[config.mk]
export PLATFORM = sky130hd
export DESIGN_NAME = ready_sync_flat
export DESIGN_NICKNAME = d
export VERILOG_FILES = /design/src/rtl/ready_sync_if.sv /design/src/rtl/ready_sync.sv /design/src/flat_wrapper.sv
export SDC_FILE = /design/constraint.sdc
export NUM_CORES = 1
export LEC_CHECK = 0
export CAP_MARGIN = 20
export CELL_PAD_IN_SITES_DETAIL_PLACEMENT = 1
export CELL_PAD_IN_SITES_GLOBAL_PLACEMENT = 2
export CORE_MARGIN = 5
export CORE_UTILIZATION = 36
export CTS_CLUSTER_DIAMETER = 200
export DETAILED_ROUTE_END_ITERATION = 6
export GPL_TIMING_DRIVEN = 0
export PLACE_DENSITY_LB_ADDON = 0.1
export SLEW_MARGIN = 15
export SYNTH_ARGS = -nofsm -noshare
export SYNTH_HDL_FRONTEND = slang
export SYNTH_SLANG_ARGS = --single-unit
[constraint.sdc]
create_clock -name CLK -period 2.12 [get_ports CLK]
set_input_delay 0.212 -clock CLK [delete_from_list [all_inputs] [get_ports CLK]]
set_output_delay 0.212 -clock CLK [all_outputs]
set_load 0.005 [all_outputs]
[src/rtl/ready_sync_if.sv]
// rtl/ready_sync_if.sv - ready gate / draw bundle between the control unit and ready_sync
interface ready_sync_if #(
    parameter int PLAYERS = 2,
    parameter int NUM_W   = 4
);
    logic [PLAYERS-1:0] READY;
    logic [3:0]         STATE;
    logic [NUM_W-1:0]   NUM;
    logic               OK;
    logic [PLAYERS-1:0] ARMED;
    logic               TO;

    modport master (
        output READY,
        output STATE,
        input  NUM,
        input  OK,
        input  ARMED,
        input  TO
    );

    modport slave (
        input  READY,
        input  STATE,
        output NUM,
        output OK,
        output ARMED,
        output TO
    );
endinterface

[src/rtl/ready_sync.sv]
// rtl/ready_sync.sv - player ready gate and free-running number draw; READY_TIMEOUT_EN builds the partial-round timeout
module ready_sync #(
    parameter int          PLAYERS       = 2,
    parameter int          TICK_DIV      = 5_000_000,
    parameter int          NUM_MAX       = 9,
    parameter int          NUM_W         = 4,
    parameter logic [15:0] CLR_MASK      = 16'h0F40,
    parameter int          TIMEOUT_TICKS = 10
) (
    input  logic         CLK,
    input  logic         RST,
    ready_sync_if.slave  bus
);
    localparam int                 DIV_W    = (TICK_DIV > 1) ? $clog2(TICK_DIV) : 1;
    localparam logic [DIV_W-1:0]   DIV_LAST = DIV_W'(TICK_DIV - 1);
    localparam logic [NUM_W-1:0]   SEC_LAST = NUM_W'(NUM_MAX);
    localparam logic [PLAYERS-1:0] ALL_ON   = '1;

    typedef enum logic [1:0] {
        S_IDLE    = 2'd0,
        S_PARTIAL = 2'd1,
        S_FIRE    = 2'd2,
        S_DONE    = 2'd3
    } state_t;

    state_t             state_q, state_d;
    logic [PLAYERS-1:0] armed_q, armed_d;
    logic [NUM_W-1:0]   num_q, num_d;
    logic               ok_q, ok_d;
    logic               to_q, to_d;

    logic [DIV_W-1:0]   div_q;
    logic [NUM_W-1:0]   sec_q;
    logic               tick;
    logic               clr;
    logic               timeout;

    assign tick = (div_q == DIV_LAST);
    assign clr  = CLR_MASK[bus.STATE];

    // The draw counter never pauses, so the drawn value depends on when the last player arms.
    always_ff @(posedge CLK or negedge RST) begin
        if (!RST) begin
            div_q <= '0;
            sec_q <= '0;
        end else begin
            div_q <= tick ? '0 : div_q + 1'b1;
            if (tick) begin
                sec_q <= (sec_q == SEC_LAST) ? '0 : sec_q + 1'b1;
            end
        end
    end

`ifdef READY_TIMEOUT_EN
    localparam int TO_W = (TIMEOUT_TICKS > 0) ? $clog2(TIMEOUT_TICKS + 1) : 1;
    logic [TO_W-1:0] to_cnt_q;

    assign timeout = (to_cnt_q == TO_W'(TIMEOUT_TICKS));

    // Held at zero outside PARTIAL so every entry starts a fresh count; saturates at the limit.
    always_ff @(posedge CLK or negedge RST) begin
        if (!RST) begin
            to_cnt_q <= '0;
        end else if (state_q != S_PARTIAL) begin
            to_cnt_q <= '0;
        end else if (tick && !timeout) begin
            to_cnt_q <= to_cnt_q + 1'b1;
        end
    end
`else
    // TIMEOUT_TICKS is only meaningful with the timeout built; this is constant false.
    assign timeout = (TIMEOUT_TICKS < 0);
`endif

    always_comb begin
        state_d = state_q;
        armed_d = armed_q;
        num_d   = num_q;
        ok_d    = 1'b0;
        to_d    = 1'b0;
        case (state_q)
            S_IDLE: begin
                if (!clr) begin
                    armed_d = armed_q | bus.READY;
                    if (armed_d == ALL_ON) begin
                        state_d = S_FIRE;
                    end else if (armed_d != '0) begin
                        state_d = S_PARTIAL;
                    end
                end
            end
            S_PARTIAL: begin
                if (clr) begin
                    state_d = S_IDLE;
                    armed_d = '0;
                end else if (timeout) begin
                    state_d = S_IDLE;
                    armed_d = '0;
                    to_d    = 1'b1;
                end else begin
                    armed_d = armed_q | bus.READY;
                    if (armed_d == ALL_ON) begin
                        state_d = S_FIRE;
                    end
                end
            end
            S_FIRE: begin
                state_d = S_DONE;
                num_d   = sec_q;
                ok_d    = 1'b1;
            end
            S_DONE: begin
                if (clr) begin
                    state_d = S_IDLE;
                    armed_d = '0;
                end
            end
            default: begin
                state_d = S_IDLE;
                armed_d = '0;
            end
        endcase
    end

    always_ff @(posedge CLK or negedge RST) begin
        if (!RST) begin
            state_q <= S_IDLE;
            armed_q <= '0;
            num_q   <= '0;
            ok_q    <= 1'b0;
            to_q    <= 1'b0;
        end else begin
            state_q <= state_d;
            armed_q <= armed_d;
            num_q   <= num_d;
            ok_q    <= ok_d;
            to_q    <= to_d;
        end
    end

    assign bus.NUM   = num_q;
    assign bus.OK    = ok_q;
    assign bus.ARMED = armed_q;
    assign bus.TO    = to_q;
endmodule

[src/flat_wrapper.sv]
// flat-port wrapper written by rule: the top's interface ports become plain ports
module ready_sync_flat 
#(
    parameter int          PLAYERS       = 2,
    parameter int          TICK_DIV      = 5_000_000,
    parameter int          NUM_MAX       = 9,
    parameter int          NUM_W         = 4,
    parameter logic [15:0] CLR_MASK      = 16'h0F40,
    parameter int          TIMEOUT_TICKS = 10
)
  (CLK, RST, bus_READY, bus_STATE, bus_NUM, bus_OK, bus_ARMED, bus_TO);
  ready_sync_if #(.PLAYERS(PLAYERS), .NUM_W(NUM_W)) bus_i ();
  input  logic CLK;
  input  logic RST;
  input wire logic [$bits(bus_i.READY)-1:0] bus_READY;
  input wire logic [$bits(bus_i.STATE)-1:0] bus_STATE;
  output wire logic [$bits(bus_i.NUM)-1:0] bus_NUM;
  output wire logic [$bits(bus_i.OK)-1:0] bus_OK;
  output wire logic [$bits(bus_i.ARMED)-1:0] bus_ARMED;
  output wire logic [$bits(bus_i.TO)-1:0] bus_TO;
  assign bus_i.READY = bus_READY;
  assign bus_i.STATE = bus_STATE;
  assign bus_NUM = bus_i.NUM;
  assign bus_OK = bus_i.OK;
  assign bus_ARMED = bus_i.ARMED;
  assign bus_TO = bus_i.TO;
  ready_sync #(.PLAYERS(PLAYERS), .TICK_DIV(TICK_DIV), .NUM_MAX(NUM_MAX), .NUM_W(NUM_W), .CLR_MASK(CLR_MASK), .TIMEOUT_TICKS(TIMEOUT_TICKS)) u_core (.CLK(CLK), .RST(RST), .bus(bus_i));
endmodule
==> results of run 1 <==
==> cells in the mapped netlist (2+ instances only) <==
master and number:
nor2_1 22, nand2b_1 2, nand4_1 7, nor2b_1 4, xor2_1 11, a21oi_1 3
or4_1 4, o21ai_0 4, buf_2 2, or2_2 2, nand2_1 17, inv_1 5
nor3_1 6, and3_1 2, dfrtp_1 36, nand3_1 6, a31oi_1 2, xnor2_1 9
nor4_1 5
==> routing by layer <==
layer	global-route usage (%)	vias to the layer above	wire length (µm)
met3	3.890	2	107
li1	-	632	-
met5	0	-	0
met1	17.74	651	1847
met4	3.671	0	14
met2	24.83	14	2005
==> logic make-up (layout without fill, tap and decap cells) <==
logic type                 count (synthesis)  count (layout)
muxes                                      2               2
adders and majority gates                  1               1
AOI/OAI and AO/OA                         13              13
DFF                                       36              36
and+or+nand+nor                           86              86
buffers and inverters                      9              35
xor gates and xnor gates                  20              20
other                                      1               1
==> power groups by stage <==
stage,registers [W],logic (W),clock network (W)
after floorplan,0.000778,0.0000841,0
after global placement,0.000778,0.000191,0
after detailed placement,0.000786,0.000203,0
after CTS,0.000771,0.000206,0.000613
after global routing,0.000779,0.000230,0.000654
final,0.000772,0.000201,0.000584
==> registers in the layout (all words and copies together) (netlist names) <==
signal and flops:
u_core.div_q 23, u_core.bus.NUM 4, u_core.sec_q 4, u_core.bus.ARMED 2, u_core.state_q 2, u_core.bus.OK 1
==> how the worst max path moves through the flow <==
stage | start | end | slack (ps)
after floorplan | u_core.div_q[0]$_DFF_PN0_ | u_core.sec_q[3]$_DFFE_PN0N_ | 350
after global placement | u_core.div_q[0]$_DFF_PN0_ | u_core.div_q[18]$_DFF_PN0_ | -40
after detailed placement | u_core.div_q[0]$_DFF_PN0_ | u_core.div_q[18]$_DFF_PN0_ | -40
after CTS | u_core.div_q[0]$_DFF_PN0_ | u_core.div_q[14]$_DFF_PN0_ | 20
after global routing | u_core.div_q[1]$_DFF_PN0_ | u_core.sec_q[3]$_DFFE_PN0N_ | 7
final | u_core.div_q[1]$_DFF_PN0_ | u_core.sec_q[3]$_DFFE_PN0N_ | 120
==> per-stage QoR <==
step	area, µm²	total power, W	setup slack, ps	util, %	TNS [ps]
3_5_place_dp	1911	0.0009886	-36.62	42.99	-193.1
2_1_floorplan	1683	0.0008617	352.6	-	0
4_1_cts	2031	0.001590	22.48	45.69	0
5_1_grt	2053	0.001662	6.801	46.20	0
3_3_place_gp	1888	0.0009686	-39.17	42.48	-447.5
6_report	2053	0.001557	121.9	46.20	0
==> what timing repair did <==
item	CTS	global route
buffers inserted	0	2
cloned	0	0
hold endpoints to repair	13	0
gates resized for setup	1	2
setup endpoints to repair	10	13
hold buffers	1	0
==> final cells by class <==
type | instances | area share (%)
Clock inverter | 2 | 1.706
Clock buffer | 6 | 3.534
Multi-Input combinational cell | 123 | 36.44
Sequential cell | 36 | 43.88
Tap cell | 52 | 3.169
Inverter | 5 | 0.9141
Timing Repair Buffer | 18 | 9.141
Buffer | 4 | 1.219
==> worst max-delay path: stages, from the launching register on <==
cell and delay [ps]:
dfrtp_1 380, ha_1 220, nand4_1 240, or2_1 290, clkbuf_2 170, or4_1 540
nand3_1 100
==> results.yml, run 1 <==
yosys:
  yosys_most_used_dff: "dfrtp_1"
  synth_top_family_by_area: "simple AND/OR/NAND/NOR gates"
  synthSimpleGateAreaFrac_pct: 26.62
  synth_xor_area_share_pct: 10.41
  synth_edf_count: 0
  synth.yosys.seq_area_share_pct: 53.53
  synthMuxAreaShare_pct: 1.264
  synth_compound_area_share_pct: 4.758
  synth_area_leaders: "dfrtp_1, xor2_1, nor2_1"
  avgSynthCellArea_um2: 10.02
  netlist_area_um2: 1683
  yosysUniqueCellTypes: 38
  synth_area_leader_cell: "dfrtp_1"
  synth_top_cell_area_share_pct: 53.53
  ys_async_sr_fraction_pct: 100.0
  synth_cells: 168
  ys_warn_count: 0
  ys_ff_latch: 36
  yosys.area_share.adder_pct: 0.7435
  syn-num-nets: 177
finish:
  antenna_cells: 0
  multi_input_area_um2: 748.2
  regArea_um2: 900.9
  most-common-layout-cells: "dfrtp_1, nor2_1, nand2_1"
  nNetsFinal: 202
  fillers: 513
  final_common_cell: "dfrtp_1"
  syn_to_final_growth_pct: 22.01
  fin_cells: 246
  drive_above_1_share_pct: 11.86
routing:
  detail-route-antenna-nets: 0
  post_drt_wl_per_cell_um: 16.16
  viasPerCell: 5.280
  drc_errors: 0
  totalWireLength_um: 3975
  vias: 1299
  drt-initial-drc-count: 32
  dr.pass1.iters: 4
critical_path:
  endpoint_kind: "flop"
  required_ps: 2340
  rr_startpoint: "u_core.div_q[1]$_DFF_PN0_"
  crit_fanout: 7
  path_class: "flop to flop"
  worstPathArrival_ps: 2220
  r2r_end: "u_core.sec_q[3]$_DFFE_PN0N_"
  reg2regPathDepth: 6
  worstSetupStartpointType: "flop"
  rrSetupSlack_ps: 120
placed_design:
  io_buffers: 14
  gp_congestion: 0.7387
  dp_cells: 235
  dp_hpwl_um: 2938
sta:
  finClkSkew_ps: 12.23
  finalMaxSlewViolations: 0
  fin_crit_ps: 1998
  whs_ps: 397.4
  slew_headroom_pct: 52.54
  setup_viol: 0
  hold_viol_final: 0
  tightest_slew_ps: 705.4
  rsz0062_at_grt: "no"
  max_freq_mhz: 500.5
  fin_crit_sh_pct: 94.25
clock_network:
  htree_num_levels: 2
  cts_tree: "built"
  cts_buffers: 5
  cts.sinks: 36
  clk_pin_slew_ps: 70
  clk_latency_ps: 280
  cts_buffer_depth: 2
  root_buffer: "clkbuf_8"
floorplanning:
  io_pins: 16
  start_util_pct: 37.87
  rows: 24
  fp.dieW_um: 78.37
  die_h_um: 78.37
  fp.coreArea_um2: 4444
  design.die.area_um2: 6142
pwr:
  seqPwrFrac_pct: 49.6
  p_int_w: 0.001182
  p_sw_w: 0.0003750
  vdd_ir_drop_max_mv: 0.3584
  powerDensity_nw_per_um2: 758.5
  combPwrFrac_pct: 12.9
  leakagePower_nw: 0.9301
  clkPwrFrac_pct: 37.5
  switching_share_pct: 24.08
global_routing:
  grt_pass1_wl_um: 6865
  grt_max_degree: 24
  overflow: 0
  grt_usage_pct: 14.35
  grt_pass1_vias: 1426
  antenna_found_initial: 0
outcome:
  outcome: "completed"
min_path:
  hp-class: "input port to asynchronous set/reset pin"
run:
  drv_cap: 0
No activity file was read; power rests on OpenSTA's default activity.
==> run 2, diff against run 1 <==
Settings changed: PLACE_DENSITY from default to 0.89, PLACE_DENSITY_LB_ADDON 0.1 to default.
==> results.yml, run 2 (same netlist as run 1, synthesis figures left out) <==
outcome:
  outcome: "completed"
critical_path:
  required_ps: 2340
  crit_path_max_incr_delay_ps: 590
  worstPathArrival_ps: 2100
  worstSetupStartpointType: "flop"
  crit_chain: "nor4bb_1 > nand4_1 > or4_1 > nand3_1"
  endpoint_kind: "flop"
  path_class: "flop to flop"
  crit_start: "u_core.div_q[5]$_DFF_PN0_"
  crit_fanout: 6
  rr_startpoint: "u_core.div_q[5]$_DFF_PN0_"
  cp_slowest_cell: "or4_1"
clock_network:
  root_buffer: "clkbuf_8"
  clk_pin_slew_ps: 70
  cts_tree: "built"
  clk_latency_ps: 280
  htree_num_levels: 2
  cts.sinks: 36
  cts_buffers: 5
  cts_buffer_depth: 2
pwr:
  leakagePower_nw: 0.9181
  powerDensity_nw_per_um2: 717.1
  clkPwrFrac_pct: 33.7
  p_int_w: 0.001091
  p_sw_w: 0.0003641
  switching_share_pct: 25.01
  p_total_w: 0.001455
  combPwrFrac_pct: 13.4
  vdd_ir_drop_max_mv: 0.3256
  seqPwrFrac_pct: 52.9
sta:
  whs_ps: 258.0
  fin_crit_sh_pct: 88.83
  setup_viol: 0
  rsz0062_at_grt: "no"
  finalMaxSlewViolations: 0
  fin_crit_ps: 1883
  finClkSkew_ps: 4.195
  max_freq_mhz: 531.0
  hold_viol_final: 0
finish:
  syn_to_final_growth_pct: 20.60
  fin_cells: 245
  antenna_cells: 0
  drive_above_1_share_pct: 11.92
  final_common_cell: "dfrtp_1"
  nNetsFinal: 201
  most-common-layout-cells: "dfrtp_1, nor2_1, nand2_1"
  largest_reg_flops: 23
  top_register: "u_core.div_q"
floorplanning:
  io_pins: 16
  rows: 24
  fp.coreArea_um2: 4444
  fp.dieW_um: 78.37
  die_h_um: 78.37
  design.die.area_um2: 6142
  start_util_pct: 37.87
routing:
  totalWireLength_um: 3596
  post_drt_wl_per_cell_um: 14.68
  dr.pass1.iters: 4
  viasPerCell: 5.265
  drt-initial-drc-count: 49
  vias: 1290
  detail-route-antenna-nets: 0
  drc_errors: 0
placed_design:
  dp_hpwl_um: 2686
  io_buffers: 14
  dp_cells: 235
  gp_congestion: 0.7988
global_routing:
  antenna_found_initial: 0
  grt_max_degree: 36
  overflow: 0
  grt_usage_pct: 13.17
  grt_pass1_vias: 1379
  grt_pass1_wl_um: 6568
run:
  drv_cap: 0
min_path:
  hp-class: "input port to asynchronous set/reset pin"
==> run 2: final cells by class <==
class	instances	area (µm²)
Inverter	5	18.77
Clock buffer	6	82.58
Sequential cell	36	900.9
Timing Repair Buffer	17	172.7
Buffer	4	25.02
Multi-Input combinational cell	123	754.5
Clock inverter	2	10.01
Tap cell	52	65.06
Fill cell	504	2415
==> run 2: layer usage <==
layer | track usage [%] | up-vias | share of wire, % | routed length (µm)
li1 | - | 626 | - | -
met1 | 16.57 | 647 | 47 | 1673
met2 | 22.86 | 15 | 51 | 1838
met3 | 3.204 | 2 | 2.1 | 76
met4 | 3.147 | 0 | 0.22 | 8
met5 | 0 | - | 0 | 0
==> run 2: through the flow <==
| stage | util [%] | setup TNS, ps | cell area, µm² | worst slack, ps |
|---|---|---|---|---|
| finish | 45.66 | 0 | 2029 | 236.7 |
| global route | 45.66 | 0 | 2029 | 97.32 |
| CTS | 45.19 | 0 | 2008 | 29.32 |
| detailed placement | 42.82 | -370.2 | 1903 | -63.96 |
| global placement | 42.48 | -414.2 | 1888 | -60.68 |
| floorplan | - | 0 | 1683 | 352.6 |
==> run 2: timing repair <==
| item | 4_1_cts | 5_1_grt |
|---|---|---|
| resized for setup | 1 | 3 |
| setup buffers | 0 | 1 |
| pin swaps | 0 | 1 |
| setup endpoints to repair | 10 | 14 |
| hold buffers | 1 | 0 |
| endpoints found under the hold margin | 36 | 0 |
==> run 2: worst paths after layout <==
check	endpoint	slack (ps)	cells past startpoint
max	u_core.sec_q[3]$_DFFE_PN0N_	240	4
min	u_core.bus.ARMED[1]$_DFFE_PN0P_	260	2
max reg2reg	u_core.sec_q[3]$_DFFE_PN0N_	240	4
min reg2reg	u_core.div_q[0]$_DFF_PN0_	490	1
max in group asynchronous	u_core.div_q[0]$_DFF_PN0_	1490	3
min in group CLK	u_core.div_q[0]$_DFF_PN0_	490	1
==> run 2: critical path: cells and delay by family (launching register included) <==
kind	cells	cell delay, ps
DFF	1	450
and+or+nand+nor	4	1370
==> run 2: power groups by stage <==
stage	Sequential, W	Clock (W)	Combinational [W]
floorplan	0.000778	0	0.0000841
global placement	0.000778	0	0.000189
detailed placement	0.000784	0	0.000197
CTS	0.000769	0.000512	0.000200
global route	0.000779	0.000553	0.000217
finish	0.000770	0.000490	0.000195
==> run 3, diff against run 2 <==
Settings changed: CELL_PAD_IN_SITES_GLOBAL_PLACEMENT 2 to 1, CORE_UTILIZATION 36 to 44.
==> results.yml, run 3 (same netlist as run 1, synthesis figures left out) <==
pwr:
  leakagePower_nw: 0.9062
  vdd_ir_drop_max_mv: 0.4016
  p_total_w: 0.001410
  powerDensity_nw_per_um2: 705.1
sta:
  max_freq_mhz: 494.6
  fin_crit_ps: 2022
  tightest_slew_ps: 792.8
  finalMaxSlewViolations: 0
  hold_viol_final: 0
  setup_viol: 0
  fin_crit_sh_pct: 95.37
  slew_headroom_pct: 47.15
  finClkSkew_ps: 4.248
run:
  drv_cap: 0
routing:
  post_drt_wl_per_cell_um: 17.34
  top_layer: "met4"
  totalWireLength_um: 4178
  dr.pass1.iters: 4
  detail-route-antenna-nets: 0
  met1_length_um: 1691
  route.met2.wl_um: 2262
  drt-initial-drc-count: 51
  viasPerCell: 5.411
  met3_length_um: 131
  vias: 1304
  drc_errors: 0
finish:
  drive_above_1_share_pct: 12.44
  antenna_cells: 0
  largest_reg_flops: 23
  final_common_cell: "dfrtp_1"
  top_register: "u_core.div_q"
  fillers: 421
  most-common-layout-cells: "dfrtp_1, nor2_1, nand2_1"
  syn_to_final_growth_pct: 18.81
  utilization_pct: 54.21
  fin_cells: 241
  nNetsFinal: 202
critical_path:
  endpoint_kind: "flop"
  path_class: "flop to flop"
  worstPathArrival_ps: 2250
  worstSetupStartpointType: "flop"
  required_ps: 2350
  crit_fanout: 7
placed_design:
  io_buffers: 14
  dp_cells: 230
  dp_hpwl_um: 2859
  gp_congestion: 0.8455
global_routing:
  overflow: 0
  grt_pass1_vias: 1413
  grt_max_degree: 37
  grt_pass1_wl_um: 6782
  grt_usage_pct: 17.05
  antenna_found_initial: 0
outcome:
  outcome: "completed"
min_path:
  hp-class: "input port to asynchronous set/reset pin"
clock_network:
  root_buffer: "clkbuf_8"
  clk_latency_ps: 290
  cts.sinks: 36
  htree_num_levels: 2
  clk_pin_slew_ps: 70
  cts_buffers: 5
  cts_buffer_depth: 2
  cts_tree: "built"
floorplanning:
  rows: 22
  die_h_um: 71.85
  fp.dieW_um: 71.85
  fp.coreArea_um2: 3689
  io_pins: 16
  start_util_pct: 45.62
  design.die.area_um2: 5162
==> run 3: cell count changes in the layout (fill, tap and decap cells not counted) <==
cell           delta
buf_12            -1
buf_4             +4
clkbuf_1          +1
clkbuf_4          -1
clkbuf_8          -1
clkinv_2          -1
dlygate4sd3_1     -1
ha_1              -1
ha_2              +1
nor2_2            +1
nor2_4            -1
o21ai_0           -1
o21ai_1           +1
==> run 3: final cells by class <==
cell class	instances	area, µm²	share of cell area [%]
inverters	5	18.77	0.9387
clock inverters	1	5.005	0.2503
well taps	48	60.06	3.004
plain buffers	4	25.02	1.252
multi-input cells	123	752.0	37.61
repair buffers	18	165.2	8.260
clock buffers	6	72.57	3.630
flip-flops and latches	36	900.9	45.06
==> run 3: path summary, 6_finish.rpt <==
| check | depth (start not counted) | startpoint | slack (ps) | endpoint |
|---|---|---|---|---|
| worst max register to register | 6 | u_core.div_q[0]$_DFF_PN0_ | 100 | u_core.sec_q[3]$_DFFE_PN0N_ |
| min in group CLK | 2 | u_core.bus.NUM[3]$_DFFE_PN0P_ | 480 | u_core.bus.NUM[3]$_DFFE_PN0P_ |
| worst min-delay path | 1 | RST | 7 | u_core.div_q[0]$_DFF_PN0_ |
| max in group asynchronous | 1 | RST | 1610 | u_core.div_q[17]$_DFF_PN0_ |
| worst max-delay path | 6 | u_core.div_q[0]$_DFF_PN0_ | 100 | u_core.sec_q[3]$_DFFE_PN0N_ |
| worst min register to register | 2 | u_core.bus.NUM[3]$_DFFE_PN0P_ | 480 | u_core.bus.NUM[3]$_DFFE_PN0P_ |
==> run 3: worst max-delay path, stage by stage (launching register included) <==
cell      delay (ps)
dfrtp_1          410
ha_2             240
nand4_1          220
or2_1            280
clkbuf_2         180
or4_1            540
nand3_1           90
==> run 3: per-layer routing <==
metal | global-route usage [%] | vias up
met5 | 0 | -
met4 | 7.516 | 0
met3 | 3.226 | 10
met2 | 31.53 | 20
met1 | 18.76 | 648
li1 | - | 626
==> run 3: repair_timing <==
action	CTS	global route
buffers inserted	0	4
resized for setup	2	3
hold buffers	0	0
gates cloned	0	0
setup endpoints to repair	10	14
pin swaps	0	1
hold endpoints to repair	0	0
==> run 3: report_power, final <==
group          internal, W  switching (W)
combinational    0.0000941      0.0000972
sequential        0.000734      0.0000360
clock             0.000223       0.000226
==> run 3: through the flow <==
step	setup WS, ps	hold WS, ps	setup TNS (ps)	instance area (µm²)
2_1_floorplan	352.6	-83.59	0	1683
3_3_place_gp	36.76	457.4	0	1883
3_5_place_dp	-63.78	342.6	-369.4	1878
4_1_cts	35.83	33.42	0	1961
5_1_grt	-25.71	57.65	-51.57	1999
6_report	98.17	6.710	0	1999
